===== src/rtl/alu_ctrl_decoder.sv =====
// ALU control decoder for an RV32I execute stage.
// Maps the main-control ALUOp class plus funct7/funct3 to a 4-bit ALU
// operation code and flags combinations that are not legal ALU ops.
// The decode itself is combinational; both outputs are registered, so
// they follow the sampled inputs by exactly one clock.
module alu_ctrl_decoder (
  input  logic       clk,
  input  logic       rst_n,
  input  logic [1:0] ALUOp,
  input  logic [6:0] Funct7,
  input  logic [2:0] Funct3,
  output logic [3:0] ALUctrl,
  output logic       illegal
);

  localparam logic [3:0] OP_AND  = 4'b0000;
  localparam logic [3:0] OP_OR   = 4'b0001;
  localparam logic [3:0] OP_ADD  = 4'b0010;
  localparam logic [3:0] OP_XOR  = 4'b0011;
  localparam logic [3:0] OP_SLL  = 4'b0100;
  localparam logic [3:0] OP_SRL  = 4'b0101;
  localparam logic [3:0] OP_SUB  = 4'b0110;
  localparam logic [3:0] OP_SLT  = 4'b0111;
  localparam logic [3:0] OP_SLTU = 4'b1000;
  localparam logic [3:0] OP_SRA  = 4'b1001;

  localparam logic [6:0] F7_BASE = 7'b0000000;
  localparam logic [6:0] F7_ALT  = 7'b0100000;

  // Returns {illegal, code}. Anything not explicitly legal falls back to
  // ADD with the illegal flag raised, so no input ever yields an undefined code.
  function automatic logic [4:0] decode(input logic [1:0] op,
                                        input logic [6:0] f7,
                                        input logic [2:0] f3);
    logic       base;
    logic       alt;
    logic [4:0] res;
    base = (f7 == F7_BASE);
    alt  = (f7 == F7_ALT);
    res  = {1'b1, OP_ADD};
    case (op)
      2'b00: res = {1'b0, OP_ADD};
      2'b01: res = {1'b0, OP_SUB};
      2'b10: begin
        // R-type: funct7 selects the alternate op only for ADD/SUB and SRL/SRA.
        case (f3)
          3'b000: begin
            if (base)     res = {1'b0, OP_ADD};
            else if (alt) res = {1'b0, OP_SUB};
          end
          3'b001: if (base) res = {1'b0, OP_SLL};
          3'b010: if (base) res = {1'b0, OP_SLT};
          3'b011: if (base) res = {1'b0, OP_SLTU};
          3'b100: if (base) res = {1'b0, OP_XOR};
          3'b101: begin
            if (base)     res = {1'b0, OP_SRL};
            else if (alt) res = {1'b0, OP_SRA};
          end
          3'b110: if (base) res = {1'b0, OP_OR};
          default: if (base) res = {1'b0, OP_AND};
        endcase
      end
      default: begin
        // I-type: funct7 is immediate bits except for shifts; ADDI never becomes SUB.
        case (f3)
          3'b000: res = {1'b0, OP_ADD};
          3'b001: if (base) res = {1'b0, OP_SLL};
          3'b010: res = {1'b0, OP_SLT};
          3'b011: res = {1'b0, OP_SLTU};
          3'b100: res = {1'b0, OP_XOR};
          3'b101: begin
            if (base)     res = {1'b0, OP_SRL};
            else if (alt) res = {1'b0, OP_SRA};
          end
          3'b110: res = {1'b0, OP_OR};
          default: res = {1'b0, OP_AND};
        endcase
      end
    endcase
    return res;
  endfunction

  logic [3:0] code_p0;
  logic       illegal_p0;

  // Stage 0: combinational decode of the current inputs.
  always_comb begin
    {illegal_p0, code_p0} = decode(ALUOp, Funct7, Funct3);
  end

  // Stage 1: register the decoded result; reset forces AND with no illegal flag.
  always_ff @(posedge clk) begin
    if (!rst_n) begin
      ALUctrl <= OP_AND;
      illegal <= 1'b0;
    end else begin
      ALUctrl <= code_p0;
      illegal <= illegal_p0;
    end
  end

endmodule


===== config.mk =====
export PLATFORM = sky130hd
export DESIGN_NAME = alu_ctrl_decoder
export DESIGN_NICKNAME = d
export VERILOG_FILES = /design/src/rtl/alu_ctrl_decoder.sv
export SDC_FILE = /design/constraint.sdc
export NUM_CORES = 1
export LEC_CHECK = 0
export BUFFER_PORTS_ARGS = -buffer_cell sky130_fd_sc_hd__buf_2
export CAP_MARGIN = 10
export CORE_AREA = 2 2 39 41
export DETAILED_ROUTE_END_ITERATION = 16
export DIE_AREA = 0 0 41 43
export PLACE_DENSITY = 0.47
export SKIP_CTS_REPAIR_TIMING = 1
export SLEW_MARGIN = 10
export SYNTH_ARGS = -nofsm -noshare
export SYNTH_HDL_FRONTEND = slang
export SYNTH_SLANG_ARGS = --single-unit
export TNS_END_PERCENT = 50

===== constraint.sdc =====
create_clock -name clk -period 1.42 [get_ports clk]
set_clock_uncertainty 0.05 [all_clocks]
set_input_delay 0.213 -clock clk [delete_from_list [all_inputs] [get_ports clk]]
set_output_delay 0.213 -clock clk [all_outputs]
set_load 0.1 [all_outputs]

==> impl_metrics.csv <==
group,metric,value,unit
worst_hold_path,min-delay-path-class,"input port to flop",
global_routing,grt-ovfl-total,0,
global_routing,grt_pass1_vias,293,
floorplan,placementRows,14,
route,detail_route.vias_per_cell,4.81,
timing,timing.final.hold_violations,0,
floorplan,io_pins,19,
cts,numClockSinks,5,
global_routing,global_route_wire_length_before_repair,1.25,mm
timing,peak_freq,0.827,GHz
cts,path_clk_slew,0.04,ns
cts,cts_inserted_buffers,3,
critical_path,worstPathCellList,"buf_2",
power,static-leakage-power,0.243,nW
critical_path,path_delay_family,"buffers and inverters",
logic_synthesis,net_count_after_synthesis,54,
logic_synthesis,synth_cell_types,26,
floorplan,die_area,1760,um^2
worst_hold_path,whs_endpoint,"ALUctrl[1]",
power,swShare,32.0,%
critical_path,critical_path_class,"flop to output pin",
timing,fin_tns_setup,0,ns
route,initial_drt_markers,18,
route,postRouteAntennaNets,0,
logic_synthesis,synth_simple_gate_area_share,39.6,%
logic_synthesis,synthAdderAreaFrac,0,%
critical_path,critPathRequiredTime,1.16,ns
logic_synthesis,syn-instance-count,40,
cts,clock-root-buffer,"clkbuf_4",
power,p_switching,0.137,mW
run_status,run_status,"finished clean",
finish,drive_gt1_share,43.8,%
finish,layout.nets,79,
logic_synthesis,combinational_family_with_the_most_area_after_synthesis,"simple AND/OR/NAND/NOR gates",
place,routability_congestion_estimate,0.772,
critical_path,setup.worst_path.end_class,"output pin",
power,vdd_drop_max,0.243,mV
timing,post-route-min-period,1.21,ns
power,p_clk_share,37.5,%
logic_synthesis,synth_compound_area_share,23.1,%
route,drc,0,
power,sequentialPowerShare,34.4,%
route,post_drt_wl_per_cell,10.0,um
flow_run,max-cap-violations,0,
timing,grt_setup_unrepaired,"false",
logic_synthesis,avgSynthCellArea,8.54,um^2
power,comb_power_share,28.2,%
place,port_buffers,18,
finish,number_of_fill_cells_in_the_layout,139,
place,detailedPlacementHpwl,639,um
logic_synthesis,ys_seq_elements,5,
logic_synthesis,synth.yosys.seq_area_share,29.3,%
power,power.density_cell_area,876,nW/um^2
worst_hold_path,worst_hold_path_cell_count,2,
finish,final_cell_mix,"buf_2, dfxtp_1",
finish,syn_to_final_growth,43.2,%
critical_path,worstPathArrival,0.95,ns
floorplan,core,1380,um^2
timing,final_max_slew_viol_count,0,
logic_synthesis,yosys.area_share.xor_xnor,2.56,%
timing,normalized_max_slew_margin,67.8,%
cts,maximum_count_of_clock_buffers_along_a_single_path,2,
worst_hold_path,worstHoldStart,"ALUOp[1]",
critical_path,path_buf_inv,1,
logic_synthesis,synth.cell_area,342,um^2
critical_path,slowest_delay,0.41,ns
timing,final_cycle_share,85.2,%
power,internal_power,0.291,mW
critical_path,setup.worst_path.start_class,"flop",
critical_path,critPathSlowestCell,"buf_2",
finish,mostFrequentLayoutCell,"buf_2",
timing,final.hold.worst_slack,0.196,ns
floorplan,floorplan.initialDensity,24.7,%
floorplan,die_h,43,um
logic_synthesis,yosys-mux-area-fraction,0,%
critical_path,crit_path_max_fanout,1,
finish,number_of_diodes_added_for_antenna_fixing,0,
route,wirelength,802,um
global_routing,grt_util_all_layers,10.4,%
cts,cts.htree.levels,1,
route,first_pass_drt_iterations,4,
global_routing,grt_start_max_net_pins,8,
global_routing,initial_antenna_violation_count,0,
floorplan,die_x,41,um
route,route.vias.total,385,
timing,finalSetupViolations,0,
logic_synthesis,synth_warnings,0,
cts,tritoncts,"built",
timing,worstMarginPinSlew,0.486,ns
power,total_power,0.429,mW
cell families after synthesis:
group / count (synthesis)
and+or+nand+nor: 19
AOI/OAI and AO/OA: 12
DFF: 5
buffers and inverters: 3
xor gates and xnor gates: 1
Yosys cell counts:
cell type  number  area (um^2)
nor2_1          1         3.75
and2b_2         1         8.76
nor4_1          2         12.5
a21oi_1         3         15.0
nand4_1         1         6.26
a31oi_1         1         6.26
a41o_1          1         10.0
or3b_1          1         8.76
nor4_4          1         21.3
nor4b_2         1         15.0
or2b_1          1         7.51
a22oi_1         1         7.51
nand2_1         2         7.51
nand3_1         2         10.0
a221oi_1        1         8.76
and3_1          1         6.26
inv_1           2         7.51
dfxtp_1         5          100
a21o_2          1         8.76
nor3_1          3         15.0
xor2_1          1         8.76
o21ai_0         3         15.0
buf_6           1         11.3
a21o_1          1         7.51
and2_1          1         6.26
nand2b_1        1         6.26
power by group through the flow:
| stage | registers [mW] | clock network [mW] | logic [mW] |
|---|---|---|---|
| floorplan | 0.191 | 0 | 0.0372 |
| global placement | 0.150 | 0 | 0.122 |
| detailed placement | 0.150 | 0 | 0.121 |
| CTS | 0.147 | 0.171 | 0.121 |
| global route | 0.148 | 0.182 | 0.129 |
| finish | 0.147 | 0.161 | 0.121 |
registers in the layout (all words and copies together), names as in the netlist:
name / cells
ALUctrl: 4
illegal: 1
routing by layer:
layer	vias to the layer above	global-route usage (%)	routed length, um
li1	201	-	-
met1	165	16.6	379
met2	19	11.6	342
met3	0	1.57	79
met4	0	8.00	0
met5	-	0	0
final cells by class:
cell class | count | area (um^2) | share of cell area [%]
Multi-Input combinational cell | 32 | 223 | 45.5
Tap cell | 16 | 20.0 | 4.09
Sequential cell | 5 | 100 | 20.5
Clock buffer | 4 | 26.3 | 5.37
Timing Repair Buffer | 21 | 113 | 23.0
Inverter | 2 | 7.51 | 1.53
how the worst max path moves through the flow:
stage,from,slack [ns],end,cells past startpoint
final,ALUctrl[3],0.21,ALUctrl[3],1
after global routing,illegal,0.16,illegal,1
after floorplan,Funct3[0],0.18,ALUctrl[2],5
after CTS,ALUctrl[3],0.19,ALUctrl[3],1
after global placement,Funct3[2],0.05,ALUctrl[2],5
after detailed placement,Funct3[2],0.07,ALUctrl[2],5
metrics by stage:
stage	instances	setup WS, ns	area [um^2]	util [%]
floorplan	40	0.182	342	-
global placement	76	0.0545	463	33.5
detailed placement	76	0.0693	463	33.5
CTS	80	0.193	489	35.4
global route	80	0.157	489	35.4
finish	80	0.210	489	35.4
Note: power is estimated with default switching activity, not from simulation.
